[src/rtl/online_otf_converter_pkg.sv]
// Shared online-arithmetic definitions: signed-digit encoding, digit decode,
// converter FSM states and per-CCM digit-count derivation.
package online_otf_converter_pkg;

  localparam int unsigned PosBit = 1;
  localparam int unsigned NegBit = 0;

  typedef enum logic [1:0] {
    DigZero = 2'b00,
    DigPos  = 2'b01,
    DigNeg  = 2'b10
  } digit_e;

  typedef enum logic [1:0] {
    StIdle = 2'b00,
    StConv = 2'b01,
    StDone = 2'b10
  } otf_state_e;

  // Code 11 is a legal redundant zero.
  function automatic digit_e digit_decode(input logic [1:0] pair);
    digit_e d;
    d = DigZero;
    if (pair[PosBit] && !pair[NegBit]) d = DigPos;
    if (!pair[PosBit] && pair[NegBit]) d = DigNeg;
    return d;
  endfunction

  function automatic int unsigned ccm_ndig(input int unsigned stage, input int unsigned s1);
    return (2 * (stage + s1 + 1)) / 2;
  endfunction

endpackage

[src/rtl/online_otf_step.sv]
// One on-the-fly conversion step: appends digit d to the Q/QM pair using only
// shifts and concatenation, keeping QM = Q - 1.
module online_otf_step
  import online_otf_converter_pkg::*;
#(
  parameter int unsigned OW = 12
) (
  input  digit_e        d_i,
  input  logic [OW-1:0] q_i,
  input  logic [OW-1:0] qm_i,
  output logic [OW-1:0] q_o,
  output logic [OW-1:0] qm_o
);

  logic [OW-1:0] q_sh;
  logic [OW-1:0] qm_sh;

  assign q_sh  = q_i << 1;
  assign qm_sh = qm_i << 1;

  always_comb begin
    q_o  = q_sh;
    qm_o = qm_sh | OW'(1);
    unique case (d_i)
      DigPos: begin
        q_o  = q_sh | OW'(1);
        qm_o = q_sh;
      end
      DigNeg: begin
        q_o  = qm_sh | OW'(1);
        qm_o = qm_sh;
      end
      default: begin
        q_o  = q_sh;
        qm_o = qm_sh | OW'(1);
      end
    endcase
  end

endmodule

[src/rtl/online_otf_converter.sv]
// MSD-first signed-digit to two's-complement converter with valid/ready
// handshakes; one digit per clock, no overlap between words.
module online_otf_converter
  import online_otf_converter_pkg::*;
#(
  parameter int unsigned NDIG = 11
) (
  input  logic              clk,
  input  logic              rst_n,
  input  logic              in_valid,
  output logic              in_ready,
  input  logic [2*NDIG-1:0] in_data,
  output logic              out_valid,
  input  logic              out_ready,
  output logic [NDIG:0]     out_data
);

  localparam int unsigned OW   = NDIG + 1;
  localparam int unsigned CntW = (NDIG > 1) ? $clog2(NDIG) : 1;
  localparam logic [CntW-1:0] LastCnt = CntW'(NDIG - 1);

  otf_state_e        state_q, state_d;
  logic [2*NDIG-1:0] sr_q, sr_d;
  logic [OW-1:0]     q_q, q_d;
  logic [OW-1:0]     qm_q, qm_d;
  logic [CntW-1:0]   cnt_q, cnt_d;
  logic [OW-1:0]     out_q, out_d;
  logic [OW-1:0]     q_next, qm_next;
  digit_e            top_digit;

  assign top_digit = digit_decode(sr_q[2*NDIG-1 -: 2]);

  online_otf_step #(
    .OW(OW)
  ) u_step (
    .d_i (top_digit),
    .q_i (q_q),
    .qm_i(qm_q),
    .q_o (q_next),
    .qm_o(qm_next)
  );

  always_comb begin
    state_d = state_q;
    sr_d    = sr_q;
    q_d     = q_q;
    qm_d    = qm_q;
    cnt_d   = cnt_q;
    out_d   = out_q;
    unique case (state_q)
      StIdle: begin
        if (in_valid) begin
          sr_d    = in_data;
          q_d     = '0;
          qm_d    = '1;
          cnt_d   = '0;
          state_d = StConv;
        end
      end
      StConv: begin
        sr_d  = sr_q << 2;
        q_d   = q_next;
        qm_d  = qm_next;
        cnt_d = cnt_q + CntW'(1);
        if (cnt_q == LastCnt) begin
          out_d   = q_next;
          state_d = StDone;
        end
      end
      StDone: begin
        if (out_ready) state_d = StIdle;
      end
      default: state_d = StIdle;
    endcase
  end

  always_ff @(posedge clk or negedge rst_n) begin
    if (!rst_n) begin
      state_q <= StIdle;
      sr_q    <= '0;
      q_q     <= '0;
      qm_q    <= '1;
      cnt_q   <= '0;
      out_q   <= '0;
    end else begin
      state_q <= state_d;
      sr_q    <= sr_d;
      q_q     <= q_d;
      qm_q    <= qm_d;
      cnt_q   <= cnt_d;
      out_q   <= out_d;
    end
  end

  // Handshake flags decode straight from state so reset clears them at once.
  assign in_ready  = (state_q == StIdle);
  assign out_valid = (state_q == StDone);
  assign out_data  = out_q;

endmodule

[config.mk]
export PLATFORM = sky130hd
export DESIGN_NAME = online_otf_converter
export DESIGN_NICKNAME = d
export VERILOG_FILES = /design/src/rtl/online_otf_converter_pkg.sv /design/src/rtl/online_otf_step.sv /design/src/rtl/online_otf_converter.sv
export SDC_FILE = /design/constraint.sdc
export NUM_CORES = 1
export LEC_CHECK = 0
export BUFFER_PORTS_ARGS = -buffer_cell sky130_fd_sc_hd__buf_2
export CAP_MARGIN = 10
export CELL_PAD_IN_SITES_DETAIL_PLACEMENT = 1
export CELL_PAD_IN_SITES_GLOBAL_PLACEMENT = 1
export CORE_ASPECT_RATIO = 1.25
export CORE_MARGIN = 5
export CORE_UTILIZATION = 31
export DETAILED_ROUTE_END_ITERATION = 8
export PLACE_DENSITY = 0.6
export SETUP_SLACK_MARGIN = 0.3
export SYNTH_ARGS = -nofsm -noshare
export SYNTH_HDL_FRONTEND = slang
export SYNTH_SLANG_ARGS = --single-unit
[constraint.sdc]
create_clock -name clk -period 1.7 [get_ports clk]
set_clock_uncertainty 0.1 [all_clocks]
set_input_delay 0.17 -clock clk [delete_from_list [all_inputs] [get_ports clk]]
set_output_delay 0.17 -clock clk [all_outputs]
set_load 0.05 [all_outputs]
Word-level counts from Yosys, hierarchy flattened
Index checks and enable logic that the tools add are counted.
Widths: inputs -> output; s select.
{"block": "totals", "reg_bits": 62, "latchBits": 0, "ram_bits": 0, "mem_bits_ro": 0, "in_bits": 26, "output_inout_bits": 14, "word_cells": 40, "mem_count": 0}
{"block": "op_classes", "n_addsub": 1, "n_mul": 0, "div_mod_pow": 0, "magnitude_cmp": 0, "n_eq_ne": 8, "n_shift": 0, "mux": 16, "bitwise_logic": 0, "reduce_logical": 9}
{"operator": "$pmux 11 s2", "count": 3}
{"operator": "$pmux 22 s2", "count": 1}
{"operator": "$pmux 12 s2", "count": 1}
{"operator": "$mux 11", "count": 2}
{"operator": "$mux 22", "count": 1}
{"operator": "$mux 2", "count": 4}
{"operator": "$pmux 4 s2", "count": 1}
{"operator": "$pmux 2 s3", "count": 1}
{"operator": "$add 4x1->4 const B", "count": 1}
{"operator": "$eq 2x1->1 const B", "count": 2}
{"operator": "$eq 2x2->1 const B", "count": 2}
{"operator": "$eq 4x4->1 const B", "count": 1}
{"operator": "$mux 4", "count": 1}
{"operator": "$ne 2x2->1 const B", "count": 2}
{"operator": "$reduce_and 2->1", "count": 2}
{"operator": "$reduce_and 3->1", "count": 1}
{"operator": "$logic_and 1x1->1", "count": 2}
{"operator": "$logic_not 1->1", "count": 2}
{"operator": "$logic_not 2->1", "count": 1}
{"operator": "$ne 2x1->1 const B", "count": 1}
{"operator": "$reduce_bool 2->1", "count": 1}
{"operator": "$mux 1", "count": 1}

Logic depth before layout (Yosys ltp)
{"block": "depth", "depth_word": 7, "depth_mapped": 6, "depth_no_buf": 5}

Modules after synthesis
A second synthesis with hierarchy kept.
{"block": "unflattened", "cells_unflattened": 269, "hier_area_um2": 3056.7}
{"mod": "online_otf_converter", "n_inst": 1, "cells_per_inst": 234, "area_each_um2": 2770.2}
{"mod": "online_otf_step", "n_inst": 1, "cells_per_inst": 35, "area_each_um2": 286.5}

Worst setup path before layout
No wires, ideal clock.
{"block": "synth_path", "path_kind": "flip-flop to flip-flop", "start": "register state_q[0]", "end": "register state_q[1]", "setup_time_ns": 0.066, "arrival_ns": 1.526, "slack_ns": 0.009, "stages_incl_launch_ff": 4, "path_buffers": 1, "period_less_slack_ns": 1.691, "cell_sequence": "dfrtp_1 buf_2 nor2b_1 a21o_2"}
{"block": "synth_between", "elab_chain_len": 3, "elab_cells_between_ends": 8}
{"item": "start, declared", "line": "online_otf_converter.sv:22", "text": "otf_state_e state_q, state_d;"}
{"item": "start signal, assigned", "line": "online_otf_converter.sv:79", "text": "state_q <= StIdle;"}
{"item": "start signal, assigned", "line": "online_otf_converter.sv:86", "text": "state_q <= state_d;"}
{"item": "$eq 2x2->1 (*)"}
{"item": "named net out_valid", "line": "online_otf_converter.sv:13", "text": "output logic out_valid,"}
{"item": "$ne 2x1->1 (no line)"}
{"item": "$reduce_and 3->1 (no line)"}
Mark *: on every way through the listed nets, which the timed path passes. The rest lies on a longest branch.
A chain may end at the register's enable or synchronous reset.

Final worst setup path
{"block": "layout_path", "start": "register cnt_q[0]", "end": "register out_q[9], in the netlist out_data[9]"}
{"block": "layout_between", "elab_chain_len": 2}
{"item": "start, declared", "line": "online_otf_converter.sv:26", "text": "logic [CntW-1:0] cnt_q, cnt_d;"}
{"item": "start signal, assigned", "line": "online_otf_converter.sv:90", "text": "cnt_q <= cnt_d;"}
{"item": "$eq 4x4->1", "line": "online_otf_converter.sv:65", "text": "if (cnt_q == LastCnt) begin"}
{"item": "$reduce_and 2->1 (no line)"}
{"item": "end signal, assigned", "line": "online_otf_converter.sv:91", "text": "out_q <= out_d;"}
{"item": "end, declared", "line": "online_otf_converter.sv:27", "text": "logic [OW-1:0] out_q, out_d;"}
No other way between the ends.

==> impl_metrics.py <==
metrics = {
    "synthesis": {
        "syn_nets": 298,
        "yosysSeqAreaShare": 0.530,
        "synth_cell_types": 33,
        "ys.flop_type": "dfrtp_1",
        "ys_warn_count": 0,
        "synth_top_area_frac": 0.432,
        "synth.avg_cell_area_um2": 11.0,
        "synth-edff-count": 0,
        "synthCells": 268,
        "ys_ff_latch": 62,
        "synthesis.area_mm2": 0.00295,
        "synth_area_leaders": "dfrtp_1 43%, dfstp_2 9.8%, mux2_2 5.0%, nor2b_1 4.9%, a22oi_1 4.8%",
        "yosys.area.top_type": "dfrtp_1",
        "synth_async_sr_flop_share": 1.00,
    },
    "floorplanning": {
        "die_y_um": 119,
        "core_mm2": 0.00922,
        "dieArea_mm2": 0.0116,
        "die_w_um": 97.3,
        "start_util": 0.320,
        "placementRows": 39,
        "ios": 40,
    },
    "setup_path": {
        "max_stage_delay_ns": 0.39,
        "arrival_ns": 1.73,
        "r2r_slack_ns": 0.09,
        "rr_endpoint": "out_data[9]",
        "crit_slowest_cell": "dfrtp_1",
        "required_ns": 1.81,
        "worst-path-max-fanout": 6,
        "path_cells": "inv_1 -> ha_2 -> and3b_2 -> and2_4 -> mux2_4",
        "crit_family": "simple AND/OR/NAND/NOR gates",
        "startpoint_type": "register",
        "reg2reg_depth": 5,
        "r2r-start": "cnt_q[0]",
        "worst-path-buf-inv": 1,
        "endpoint_kind": "register",
        "critPathKind": "register to register",
    },
    "cells_and_area": {
        "drive_gt1_frac": 0.486,
        "stdcell_count": 477,
        "diodes": 0,
        "finalNetCount": 379,
        "ff_latch_area_mm2": 0.00157,
        "fill_cells": 990,
        "syn_to_final_growth_pct": 47.6,
        "stdcell_area_mm2": 0.00436,
        "multiInputGateArea_mm2": 0.00154,
    },
    "sta": {
        "rsz0062_at_grt": "true",
        "setup_viol": 0,
        "finalMaxSlewViolations": 0,
        "relSlewSlack": 0.694,
        "timing.final.crit_period_ns": 1.61,
        "tightest_slew_ns": 0.459,
        "final.setup.tns_ns": 0,
        "holdWs_ns": 0.00212,
        "post-route-worst-setup-slack_ns": 0.0860,
        "fin_crit_sh": 0.949,
        "finalHoldViolations": 0,
        "clock.fmax_mhz": 620,
    },
    "cts": {
        "clkLatencyLatePin_ns": 0.33,
        "clk_pin_slew_ns": 0.06,
        "clockRootBuffer": "clkbuf_16",
        "cts_buffers": 9,
        "clockBufferDepth": 2,
        "cts_max_level": 3,
        "cts_tree": "built",
        "clock_sinks": 62,
    },
    "place": {
        "place.gp.congestion": 0.668,
        "placed_cells": 429,
        "io_buffers": 39,
        "place_ws_ns": 0.0258,
        "hpwl_mm": 4.86,
        "place_area_mm2": 0.00352,
    },
    "global_route": {
        "antenna_found_initial": 0,
        "gr-total-overflow": 0,
        "grtUsageTotal": 0.145,
        "grt_pass1_wl_mm": 13.4,
        "grt_pass1_vias": 2603,
        "grt_max_degree": 36,
    },
    "route": {
        "viasPerCell": 5.10,
        "dr.first_iter.drc_count": 77,
        "vias": 2431,
        "drt_first_pass_iters": 4,
        "postRouteAntennaNets": 0,
        "drt-total-wl_mm": 8.94,
        "avgRoutedWirePerCell_um": 18.7,
        "route.detailed.drc": 0,
    },
    "power": {
        "p_per_area_mw_per_mm2": 2110,
        "p_leak_nw": 1.98,
        "irDropWorstVdd_uv": 688,
    },
    "hold_path": {
        "hp-start": "in_data[8]",
        "hold-path-cell-count": 3,
        "whs_endpoint": "sr_q[8]",
        "hp-class": "input pin to register",
    },
    "outcome": {
        "status": "finished, final reports clean",
    },
    "job": {
        "drv_cap": 0,
    },
}
kinds of logic (layout without fill, tap and decap cells):
kind of cell	after synthesis	after routing	share of synthesized area
compound gates	96	97	0.214
fa+ha+maj	4	4	0.0169
buf+inv	25	108	0.0407
flops	62	62	0.530
mux	23	23	0.0953
simple gates	58	60	0.103
layer usage:
metal,routed length [um],vias to the layer above,share of wire,global-route usage
li1,-,1137,-,-
met1,3880,1234,0.43,0.178
met2,4620,43,0.52,0.250
met3,273,17,0.031,0.0287
met4,164,0,0.018,0.0580
met5,0,-,0,0
worst max path at each step:
| stage | slack (ns) | depth (start not counted) | startpoint | endpoint |
|---|---|---|---|---|
| floorplan | 0.09 | 6 | cnt_q[0] | out_data[10] |
| global placement | 0.08 | 5 | cnt_q[0] | out_data[3] |
| detailed placement | 0.03 | 5 | cnt_q[0] | out_data[1] |
| CTS | 0.11 | 5 | cnt_q[0] | out_data[9] |
| global route | 0.04 | 5 | cnt_q[0] | out_data[7] |
| finish | 0.09 | 5 | cnt_q[0] | out_data[9] |
flip-flops by register name, summed over array words and instances (netlist names):
| register | flops |
|---|---|
| qm_q | 11 |
| state_q | 2 |
| sr_q | 22 |
| q_q | 11 |
| cnt_q | 4 |
| out_data | 12 |
report_power, final:
group | leakage [nW] | total, mW | internal (mW) | switching [mW]
clock | 0.163 | 2.02 | 1.36 | 0.658
sequential | 0.771 | 2.77 | 2.23 | 0.541
combinational | 1.05 | 4.39 | 2.19 | 2.20
per-stage QoR:
stage,total power [mW],util
2_1_floorplan,5.31,-
3_3_place_gp,6.11,0.381
3_5_place_dp,6.19,0.381
4_1_cts,8.72,0.447
5_1_grt,9.66,0.473
6_report,9.18,0.473
worst reg2reg max path: cells and delay by family, from the launching register on:
kind                     cells  cell delay [ns]
AND/OR/NAND/NOR              2             0.46
flip-flops                   1             0.39
multiplexers                 1             0.31
adder cells (fa/ha/maj)      1             0.16
buffers and inverters        1             0.07
synth_stat cells (all sizes together) (2+ instances only):
cell	count
mux2i	3
nor2b	23
inv	5
o21ai	24
a22o	11
nor2	21
a22oi	19
buf	9
and3b	2
dfstp	11
ha	4
a21oi	24
nand2b	2
dfrtp	51
nand2	6
clkbuf	11
a221oi	10
mux2	20
what timing repair did:
item / CTS / global route
setup buffers: 14 / 8
pin swaps: 16 / 13
endpoints found under the hold margin: 14 / 0
gates resized for setup: 30 / 43
gates cloned: 4 / 5
hold buffers: 1 / 0
endpoints found under the setup margin: 41 / 61
cells in the final DEF (no fill, tap or decap), drive strengths merged:
cell / Yosys / layout
o21ba: 1 / 2
nand3: 1 / 1
mux2: 20 / 20
nand2b: 2 / 2
ha: 4 / 4
o21ai: 24 / 24
a31oi: 1 / 1
a221oi: 10 / 10
nor2: 21 / 21
nor2b: 23 / 23
o22ai: 1 / 1
bufinv: 0 / 2
o21bai: 1 / 1
a21oi: 24 / 24
a2bb2oi: 1 / 1
nand2: 6 / 6
mux2i: 3 / 3
and3b: 2 / 2
a22oi: 19 / 19
a41oi: 1 / 1
dfrtp: 51 / 51
clkinv: 0 / 2
a21o: 1 / 1
inv: 5 / 5
buf: 9 / 84
bufbuf: 0 / 1
and2b: 1 / 1
and2: 1 / 2
clkbuf: 11 / 13
o22a: 1 / 1
dfstp: 11 / 11
a22o: 11 / 11
or2: 1 / 2
dlygate4sd3: 0 / 1
layout make-up:
class	instances	area share
sequential	62	0.359
multi-input combinational	184	0.352
timing repair buffer	87	0.174
clock buffer	12	0.0589
tap	123	0.0353
clock inverter	4	0.0161
inverter	5	0.00431
No activity file was read; power rests on OpenSTA's default activity.
